<file path="config.mk">
export PLATFORM = sky130hd
export DESIGN_NAME = move_input_ctrl_flat
export DESIGN_NICKNAME = d
export VERILOG_FILES = /design/src/rtl/move_input_ctrl_pkg.sv /design/src/rtl/move_input_ctrl_if.sv /design/src/rtl/move_input_ctrl_debounce.sv /design/src/rtl/move_input_ctrl.sv /design/src/flat_wrapper.sv
export SDC_FILE = /design/constraint.sdc
export NUM_CORES = 1
export LEC_CHECK = 0
export ABC_AREA = 1
export BUFFER_PORTS_ARGS = -buffer_cell sky130_fd_sc_hd__buf_2
export CORE_AREA = 2 2 171 106
export CTS_CLUSTER_SIZE = 40
export DETAILED_ROUTE_END_ITERATION = 6
export DIE_AREA = 0 0 173 108
export GPL_ROUTABILITY_DRIVEN = 0
export PLACE_DENSITY = 0.74
export SETUP_SLACK_MARGIN = 0.1
export SYNTH_ARGS = -nofsm -noshare
export SYNTH_HDL_FRONTEND = slang
export SYNTH_HIERARCHICAL = 1
export SYNTH_SLANG_ARGS = --single-unit
</file>
<file path="constraint.sdc">
create_clock -name i_Clk -period 2.35 [get_ports i_Clk]
set_clock_uncertainty 0.2 [all_clocks]
set_input_delay 0.235 -clock i_Clk [delete_from_list [all_inputs] [get_ports i_Clk]]
set_output_delay 0.235 -clock i_Clk [all_outputs]
set_load 0.02 [all_outputs]
</file>
<file path="src/rtl/move_input_ctrl_pkg.sv">
// Shared definitions for the frog movement input front end.
// Holds the default timing constants, the direction encoding, the FSM state
// encoding and two small helpers for priority arbitration and one-hot
// pulse generation.
package move_input_ctrl_pkg;

  // Defaults assume a 25 MHz system clock.
  localparam int c_DEBOUNCE_LIMIT = 250000;    // 10 ms
  localparam int c_REPEAT_DELAY   = 12500000;  // 500 ms to the first repeat
  localparam int c_REPEAT_PERIOD  = 5000000;   // 200 ms between repeats
  localparam int c_CNT_WIDTH      = 24;

  typedef enum logic [1:0] {
    DIR_UP    = 2'd0,
    DIR_DOWN  = 2'd1,
    DIR_LEFT  = 2'd2,
    DIR_RIGHT = 2'd3
  } dir_e;

  localparam logic [1:0] S_IDLE   = 2'd0;
  localparam logic [1:0] S_DELAY  = 2'd1;
  localparam logic [1:0] S_REPEAT = 2'd2;

  // Fixed priority Up > Down > Left > Right. Bit n of pressed is direction n.
  function automatic dir_e pick_dir(input logic [3:0] pressed);
    if (pressed[DIR_UP])        return DIR_UP;
    else if (pressed[DIR_DOWN]) return DIR_DOWN;
    else if (pressed[DIR_LEFT]) return DIR_LEFT;
    else                        return DIR_RIGHT;
  endfunction

  function automatic logic [3:0] dir_onehot(input dir_e d);
    return 4'(4'b0001 << d);
  endfunction

endpackage

</file>
<file path="src/rtl/move_input_ctrl_if.sv">
// Switch / movement-pulse bundle between the board switches, the input
// front end and the frog controller.
//   i_Switch_1..4 : raw Up/Down/Left/Right switches (asynchronous)
//   i_Enable      : movement allowed
//   o_*_Mvt       : one-cycle movement pulses
//   o_Held        : a direction is currently latched
// master drives the switches and enable; slave is the front end itself.
interface move_input_ctrl_if;
  logic i_Switch_1;
  logic i_Switch_2;
  logic i_Switch_3;
  logic i_Switch_4;
  logic i_Enable;
  logic o_Up_Mvt;
  logic o_Down_Mvt;
  logic o_Left_Mvt;
  logic o_Right_Mvt;
  logic o_Held;

  modport master (
    output i_Switch_1, i_Switch_2, i_Switch_3, i_Switch_4, i_Enable,
    input  o_Up_Mvt, o_Down_Mvt, o_Left_Mvt, o_Right_Mvt, o_Held
  );

  modport slave (
    input  i_Switch_1, i_Switch_2, i_Switch_3, i_Switch_4, i_Enable,
    output o_Up_Mvt, o_Down_Mvt, o_Left_Mvt, o_Right_Mvt, o_Held
  );
endinterface

</file>
<file path="src/rtl/move_input_ctrl_debounce.sv">
// switch_debounce: conditions one raw board switch.
// A 2-FF synchroniser feeds a stability counter; the debounced state only
// flips after the synced input has disagreed with it for c_DEBOUNCE_LIMIT
// consecutive cycles. Raw edge to o_State change is 2 + c_DEBOUNCE_LIMIT.
//   i_Clk, i_Rst_L : clock, asynchronous active-low reset
//   i_Switch       : raw switch, asynchronous to i_Clk
//   o_State        : debounced switch state
module switch_debounce #(
  parameter int c_DEBOUNCE_LIMIT = move_input_ctrl_pkg::c_DEBOUNCE_LIMIT,
  parameter int c_CNT_WIDTH      = move_input_ctrl_pkg::c_CNT_WIDTH
) (
  input  logic i_Clk,
  input  logic i_Rst_L,
  input  logic i_Switch,
  output logic o_State
);

  localparam logic [c_CNT_WIDTH-1:0] c_LAST = c_CNT_WIDTH'(c_DEBOUNCE_LIMIT - 1);

  logic                   sync1_q, sync2_q;
  logic                   state_q, state_d;
  logic [c_CNT_WIDTH-1:0] cnt_q, cnt_d;

  // NOTE: every output of a combinational block gets a default first, so no
  // path leaves it unassigned and no latch is inferred.
  always_comb begin
    state_d = state_q;
    cnt_d   = '0;  // any agreement restarts the stability window
    if (sync2_q != state_q) begin
      if (cnt_q == c_LAST) begin
        state_d = sync2_q;
      end else begin
        cnt_d = cnt_q + 1'b1;
      end
    end
  end

  // NOTE: registers use non-blocking assignments so every flop samples the
  // pre-edge value; blocking here would collapse the synchroniser to one stage.
  always_ff @(posedge i_Clk or negedge i_Rst_L) begin
    if (!i_Rst_L) begin
      sync1_q <= 1'b0;
      sync2_q <= 1'b0;
      state_q <= 1'b0;
      cnt_q   <= '0;
    end else begin
      sync1_q <= i_Switch;
      sync2_q <= sync1_q;
      state_q <= state_d;
      cnt_q   <= cnt_d;
    end
  end

  assign o_State = state_q;

endmodule

</file>
<file path="src/rtl/move_input_ctrl.sv">
// move_input_ctrl: frog movement input front end.
// Debounces the four board switches, arbitrates one direction with
// Up > Down > Left > Right priority and issues registered one-cycle pulses
// with hold-to-repeat (first repeat after c_REPEAT_DELAY, then every
// c_REPEAT_PERIOD). The latched direction owns the FSM until it releases.
//   i_Clk, i_Rst_L : clock, asynchronous active-low reset
//   bus (slave)    : switches, enable, movement pulses, held flag
module move_input_ctrl #(
  parameter int c_DEBOUNCE_LIMIT = move_input_ctrl_pkg::c_DEBOUNCE_LIMIT,
  parameter int c_REPEAT_DELAY   = move_input_ctrl_pkg::c_REPEAT_DELAY,
  parameter int c_REPEAT_PERIOD  = move_input_ctrl_pkg::c_REPEAT_PERIOD,
  parameter int c_CNT_WIDTH      = move_input_ctrl_pkg::c_CNT_WIDTH
) (
  input  logic               i_Clk,
  input  logic               i_Rst_L,
  move_input_ctrl_if.slave   bus
);
  import move_input_ctrl_pkg::*;

  localparam logic [c_CNT_WIDTH-1:0] c_DELAY_LAST  = c_CNT_WIDTH'(c_REPEAT_DELAY - 1);
  localparam logic [c_CNT_WIDTH-1:0] c_PERIOD_LAST = c_CNT_WIDTH'(c_REPEAT_PERIOD - 1);

  logic [3:0] raw_sw;
  logic [3:0] db_sw;

  assign raw_sw = {bus.i_Switch_4, bus.i_Switch_3, bus.i_Switch_2, bus.i_Switch_1};

  for (genvar g = 0; g < 4; g++) begin : g_db
    switch_debounce #(
      .c_DEBOUNCE_LIMIT (c_DEBOUNCE_LIMIT),
      .c_CNT_WIDTH      (c_CNT_WIDTH)
    ) u_db (
      .i_Clk    (i_Clk),
      .i_Rst_L  (i_Rst_L),
      .i_Switch (raw_sw[g]),
      .o_State  (db_sw[g])
    );
  end

  logic [1:0]             state_q, state_d;
  dir_e                   dir_q, dir_d;
  logic [c_CNT_WIDTH-1:0] cnt_q, cnt_d;
  logic [3:0]             mvt_q, mvt_d;
  logic                   keep;

  // Stay armed only while the latched switch is still down and movement is
  // allowed; this check runs before the counter so a release on the repeat
  // cycle suppresses the pulse.
  assign keep = db_sw[dir_q] && bus.i_Enable;

  always_comb begin
    state_d = state_q;
    dir_d   = dir_q;
    cnt_d   = cnt_q;
    mvt_d   = '0;
    case (state_q)
      S_IDLE: begin
        if (bus.i_Enable && (|db_sw)) begin
          dir_d   = pick_dir(db_sw);
          mvt_d   = dir_onehot(dir_d);
          cnt_d   = '0;
          state_d = S_DELAY;
        end
      end
      S_DELAY: begin
        if (!keep) begin
          cnt_d   = '0;
          state_d = S_IDLE;
        end else if (cnt_q == c_DELAY_LAST) begin
          mvt_d   = dir_onehot(dir_q);
          cnt_d   = '0;
          state_d = S_REPEAT;
        end else begin
          cnt_d = cnt_q + 1'b1;
        end
      end
      S_REPEAT: begin
        if (!keep) begin
          cnt_d   = '0;
          state_d = S_IDLE;
        end else if (cnt_q == c_PERIOD_LAST) begin
          mvt_d = dir_onehot(dir_q);
          cnt_d = '0;
        end else begin
          cnt_d = cnt_q + 1'b1;
        end
      end
      default: begin
        cnt_d   = '0;
        state_d = S_IDLE;
      end
    endcase
  end

  always_ff @(posedge i_Clk or negedge i_Rst_L) begin
    if (!i_Rst_L) begin
      state_q <= S_IDLE;
      dir_q   <= DIR_UP;
      cnt_q   <= '0;
      mvt_q   <= '0;
    end else begin
      state_q <= state_d;
      dir_q   <= dir_d;
      cnt_q   <= cnt_d;
      mvt_q   <= mvt_d;
    end
  end

  // Pulses come straight from flops so the controller's edge detector sees
  // clean one-cycle highs; repeat delay/period >= 2 guarantees a low gap.
  assign bus.o_Up_Mvt    = mvt_q[DIR_UP];
  assign bus.o_Down_Mvt  = mvt_q[DIR_DOWN];
  assign bus.o_Left_Mvt  = mvt_q[DIR_LEFT];
  assign bus.o_Right_Mvt = mvt_q[DIR_RIGHT];
  assign bus.o_Held      = (state_q != S_IDLE);

endmodule
</file>
<file path="src/flat_wrapper.sv">
// flat-port wrapper written by rule: the top's interface ports become plain ports
module move_input_ctrl_flat import move_input_ctrl_pkg::*;
#(
  parameter int c_DEBOUNCE_LIMIT = move_input_ctrl_pkg::c_DEBOUNCE_LIMIT,
  parameter int c_REPEAT_DELAY   = move_input_ctrl_pkg::c_REPEAT_DELAY,
  parameter int c_REPEAT_PERIOD  = move_input_ctrl_pkg::c_REPEAT_PERIOD,
  parameter int c_CNT_WIDTH      = move_input_ctrl_pkg::c_CNT_WIDTH
)
  (i_Clk, i_Rst_L, bus_i_Switch_1, bus_i_Switch_2, bus_i_Switch_3, bus_i_Switch_4, bus_i_Enable, bus_o_Up_Mvt, bus_o_Down_Mvt, bus_o_Left_Mvt, bus_o_Right_Mvt, bus_o_Held);
  move_input_ctrl_if bus_i ();
  input  logic i_Clk;
  input  logic i_Rst_L;
  input wire logic [$bits(bus_i.i_Switch_1)-1:0] bus_i_Switch_1;
  input wire logic [$bits(bus_i.i_Switch_2)-1:0] bus_i_Switch_2;
  input wire logic [$bits(bus_i.i_Switch_3)-1:0] bus_i_Switch_3;
  input wire logic [$bits(bus_i.i_Switch_4)-1:0] bus_i_Switch_4;
  input wire logic [$bits(bus_i.i_Enable)-1:0] bus_i_Enable;
  output wire logic [$bits(bus_i.o_Up_Mvt)-1:0] bus_o_Up_Mvt;
  output wire logic [$bits(bus_i.o_Down_Mvt)-1:0] bus_o_Down_Mvt;
  output wire logic [$bits(bus_i.o_Left_Mvt)-1:0] bus_o_Left_Mvt;
  output wire logic [$bits(bus_i.o_Right_Mvt)-1:0] bus_o_Right_Mvt;
  output wire logic [$bits(bus_i.o_Held)-1:0] bus_o_Held;
  assign bus_i.i_Switch_1 = bus_i_Switch_1;
  assign bus_i.i_Switch_2 = bus_i_Switch_2;
  assign bus_i.i_Switch_3 = bus_i_Switch_3;
  assign bus_i.i_Switch_4 = bus_i_Switch_4;
  assign bus_i.i_Enable = bus_i_Enable;
  assign bus_o_Up_Mvt = bus_i.o_Up_Mvt;
  assign bus_o_Down_Mvt = bus_i.o_Down_Mvt;
  assign bus_o_Left_Mvt = bus_i.o_Left_Mvt;
  assign bus_o_Right_Mvt = bus_i.o_Right_Mvt;
  assign bus_o_Held = bus_i.o_Held;
  move_input_ctrl #(.c_DEBOUNCE_LIMIT(c_DEBOUNCE_LIMIT), .c_REPEAT_DELAY(c_REPEAT_DELAY), .c_REPEAT_PERIOD(c_REPEAT_PERIOD), .c_CNT_WIDTH(c_CNT_WIDTH)) u_core (.i_Clk(i_Clk), .i_Rst_L(i_Rst_L), .bus(bus_i));
endmodule
</file>
Word level (Yosys, flattened, before mapping)
Cells that the tools add are included.
Widths: inputs -> output; s select.
{ "op_classes": {"add_sub_neg": 5, "magnitude_cmp": 1, "eq_ne": 15, "shift": 2, "muxes": 32, "reduce_logical": 11} }
{ "ops": {"columns": ["op", "count"], "rows": [
  ["$mux 24", 13],
  ["$add 24x1->24 const B", 5],
  ["$eq 24x18->1 const B", 4],
  ["$pmux 24 s3", 1],
  ["$eq 24x23->1 const B", 1],
  ["$eq 24x24->1 const B", 1],
  ["$mux 4", 5],
  ["$mux 2", 8],
  ["$pmux 4 s3", 1],
  ["$reduce_and 2->1", 5],
  ["$shl 1x2->4 const A", 2],
  ["$pmux 2 s3", 1],
  ["$ne 1x1->1", 4],
  ["$reduce_or 4->1", 1],
  ["$lt 2x3->1 const B", 1],
  ["$ne 3x3->1 const B", 1],
  ["$reduce_and 3->1", 1],
  ["$bmux 1 s2", 1],
  ["$eq 2x1->1 const B", 1],
  ["$eq 2x2->1 const B", 1],
  ["$logic_and 1x1->1", 2],
  ["$logic_not 2->1", 1],
  ["$mux 1", 2],
  ["$ne 2x1->1 const B", 1],
  ["2 further kinds", 2]
]} }
{ "word_totals": {"reg_bits": 140, "inputBits": 7, "out_inout_bits": 5, "elab_cells": 86} }

Longest topological paths before layout
{ "logic_depth": {"word_depth": 8, "ltp_mapped": 13, "mapped_depth_nobuf": 11} }

Hierarchy
The synthesis kept the hierarchy.
{ "modules_own_cells": {"columns": ["mod", "n_inst", "cells_per_inst", "area_each_um2", "seq_area_each_um2"], "rows": [
  ["switch_debounce", 4, 206, 1526.5, 675.6],
  ["move_input_ctrl", 1, 346, 2314.7, 800.8]
]} }

Worst setup path after synthesis
Ideal clock, no wire load.
{ "synth_timing": {"path_kind": "reg2reg", "startpoint": "reg u_core.cnt_q[0]", "endpoint": "reg u_core.cnt_q[10]", "setup_ns": 0.127, "arrival_ns": 1.477, "required_time_ns": 2.023, "path_slack_ns": 0.546, "stages_incl_launch_ff": 12, "path_buffers": 1, "period_less_slack_ns": 1.804, "cell_sequence": "dfrtp_1 -> ha_1 -> nand2_1 -> nor2_4 -> nand2_2 -> nor2_1 -> nand2_1 -> nand2_1 -> nand2_4 -> nand2_4 -> buf_6 -> a21oi_2"} }
{ "synth_between": {"elab_chain_cells": 4, "elab_cells_between_ends": 8, "classes_between": "add/sub: 1; eq/ne: 2; mux: 5"} }
{ "synth_rtl": {"columns": ["item", "line_no", "source"], "rows": [
  ["start, declared", "move_input_ctrl.sv:42", "logic [c_CNT_WIDTH-1:0] cnt_q, cnt_d;"],
  ["start signal, assigned", "move_input_ctrl.sv:104", "cnt_q <= cnt_d;"],
  ["$add 24x1->24 (tied with other cells)", "move_input_ctrl.sv:74, move_input_ctrl.sv:85", null],
  ["$mux 24 (on tied branches)", "move_input_ctrl.sv:81, move_input_ctrl.sv:69", null],
  ["$mux 24 (on tied branches)", "move_input_ctrl.sv:78, move_input_ctrl.sv:66", null],
  ["$pmux 24 s3 *", "move_input_ctrl.sv:56", "case (state_q)"]
]} }
Mark *: on every way between the ends. The rest lies on a longest branch, timed or not.
A chain may end at the register's enable or synchronous reset.

Worst setup path after layout
{ "layout_timing": {"startpoint": "reg u_core.cnt_q[0]", "endpoint": "reg u_core.cnt_q[4]"} }
The elaborated chain is that of the path after synthesis.

==> results.json <==
{
  "grt_max_degree": 81,
  "hold_viol_final": 0,
  "cpPeakStageDelay_ps": 390,
  "syn_nets": 1186,
  "yosysTopAreaCellShare": 0.416,
  "cap_violations": 0,
  "min_path_type": "primary input to asynchronous set/reset pin",
  "status": "finished clean",
  "ys_seq_area_frac": 0.416,
  "io_buffers": 11,
  "setup_viol": 0,
  "reg2regPathDepth": 10,
  "nets": 1219,
  "reg2reg_from": "u_core/cnt_q[0]",
  "maxSlewViolCount": 0,
  "met1_usage": 0.352,
  "worstPathRequired_ps": 2440,
  "rsz0062_at_grt": "false",
  "synth.largest_area_cell": "dfrtp_1",
  "cts_resized": 0,
  "clk-insertion-delay-late_ps": 430,
  "layout_setup_ws_ps": 255,
  "via_per_inst": 5.02,
  "ys_warn_count": 6,
  "core_mm2": 0.0169,
  "ys_types": 28,
  "synthTopCellsByCount": "313 x nand2_1, 266 x nor2_1, 140 x dfrtp_1",
  "finalSetupTns_ps": 0,
  "cts_tree": "yes",
  "post-synth-top-count-cell": "nand2_1",
  "drtIter0Drc": 739,
  "hold_ws_ps": 23.2,
  "drive_above_1_share": 0.109,
  "postRouteAntennaNets": 0,
  "cts_max_level": 4,
  "path_max_fanout": 19,
  "cellPowerDensity_mw_per_mm2": 570,
  "diodes": 0,
  "rrSetupSlack_ps": 260,
  "fin_crit_ps": 2090,
  "critPathSlowestCell": "dfrtp_1",
  "synth_edf_count": 0,
  "critical_path_arrival_ps": 2190,
  "vias": 7274,
  "antenna_found_initial": 0,
  "wire_per_inst_um": 13.4,
  "endpoint_kind": "flop",
  "postCtsSetupRepairBufs": 0,
  "critPathKind": "flop to flop",
  "cts_root_buf": "clkbuf_16",
  "rr_endpoint": "u_core/cnt_q[4]",
  "clock_path_buffers": 2,
  "dieHeight_um": 108,
  "syn_area_mm2": 0.00842,
  "cts_made_buffers": 17,
  "cts.sinks": 140,
  "synth_area_per_cell_um2": 7.20,
  "grtUsageMet2": 0.303,
  "cts_hold_buf": 5,
  "syn2layout_area_growth_pct": 12.2,
  "grt-ovfl-total": 0,
  "row_count": 37,
  "synthArstFlopShare": 1.00,
  "synth_area_leaders": "dfrtp_1 42%, nand2_1 14%, nor2_1 12%, inv_1 5.2%, nand3_1 5.2%",
  "dp_hpwl_um": 14400,
  "p_leak_nw": 4.11,
  "worstMarginPinSlew_ps": 463,
  "fin_cells": 1450,
  "period_share": 0.891,
  "ir_worst_vdd_v": 0.000535,
  "totalWireLength_um": 19400,
  "die_area_mm2": 0.0187,
  "drc": 0,
  "clk_transition_reported_paths_ps": 70,
  "fmax_ghz": 0.477,
  "relSlewSlack": 0.689,
  "synth-seq-cells": 140,
  "totalPowerFinal_mw": 5.39,
  "synthFlopType": "dfrtp_1",
  "dr.pass1.iters": 5,
  "dp_slack_ps": 340,
  "grt_pass1_vias": 6705,
  "start_util": 0.497,
  "use_met3": 0.0499,
  "die_w_um": 173,
  "crit_path_start_kind": "flop",
  "postSynthCellCount": 1170,
  "critPathMostFrequentCell": "nand2_1",
  "grt_most_used_layer": "met1",
  "crit_path_cell_trace": "ha_1 > nand2_1 > nor2_4 > nand2_2 > nor2_1 > nand2_1 > nand2_1 > nand2_4 > nand2_4 > a21oi_1",
  "grt_usage": 0.224,
  "grt_pass1_wl_um": 33400,
  "ios": 12,
  "placed_cells": 1413
}
[stage by stage]
step | cell area [µm²] | utilization
global route | 9450 | 0.558
detailed placement | 8790 | 0.519
finish | 9450 | 0.558
global placement | 8790 | 0.519
floorplan | 8420 | -
CTS | 9450 | 0.558
[power by group]
group | leakage [nW] | internal (mW) | switching (mW) | total (mW)
Clock | 0.299 | 1.64 | 1.15 | 2.78
Combinational | 1.89 | 0.0402 | 0.109 | 0.149
Sequential | 1.92 | 2.43 | 0.0211 | 2.45
[layout by cell type, fill, tap and decap left out, types with 7 or more instances in the layout]
cell type	n
buf_4	7
buf_2	10
inv_1	117
xor2_1	38
nor2_2	22
nand2_1	313
a21oi_1	24
nor2_4	18
clkbuf_16	17
nand3_1	87
ha_1	9
nand4_1	13
nor2_1	266
nand2_2	22
dfrtp_1	140
xnor2_1	29
o21ai_0	19
a21oi_2	10
[final cells by class]
type                    count  area (µm²)
clock buffers              18         439
clock inverters            14         171
fillers                  1601        7500
inverters                 119         448
multi-input cells         901        4410
flip-flops and latches    140        3500
well taps                 234         293
repair buffers             24         184
[worst max-delay path, delay by kind of cell (launching register included)]
family	cells	cell delay (ps)
flops	1	390
simple gates	8	1030
compound gates	1	130
fa+ha+maj	1	190
[worst max path at each step]
stage / start / endpoint / slack (ps) / depth (start not counted)
after floorplan: u_core/cnt_q[0] / u_core/cnt_q[10] / 550 / 11
after global placement: u_core/cnt_q[0] / u_core/cnt_q[19] / 360 / 10
after CTS: u_core/cnt_q[0] / u_core/cnt_q[4] / 290 / 10
after global routing: u_core/cnt_q[0] / u_core/cnt_q[4] / 120 / 10
final: u_core/cnt_q[0] / u_core/cnt_q[4] / 260 / 10
after detailed placement: u_core/cnt_q[0] / u_core/cnt_q[4] / 340 / 10
[sequential cells by signal, summed over array words and instances (netlist names)]
signal,flops
u_core/g_db.u_db/sync1_q,4
u_core/g_db.u_db/sync2_q,4
u_core/mvt_q,4
u_core/g_db.u_db/cnt_q,96
u_core/cnt_q,24
u_core/g_db.u_db/o_State,4
u_core/dir_q,2
u_core/state_q,2
[routing by layer]
layer / part of all wire / up-vias
li1: - / 3693
met1: 0.53 / 3326
met2: 0.38 / 233
met3: 0.079 / 22
met4: 0.012 / 0
met5: 0 / -
[cell families (layout without fill, tap and decap cells)]
kind of cell | Yosys count | in the layout | share of synthesized area
AOI/OAI and AO/OA | 55 | 55 | 0.0371
xor gates and xnor gates | 67 | 67 | 0.0697
adders and majority gates | 9 | 9 | 0.0134
buffers and inverters | 129 | 175 | 0.0605
DFF | 140 | 140 | 0.416
and+or+nand+nor | 770 | 770 | 0.403
No activity file was read; power rests on OpenSTA's default activity.
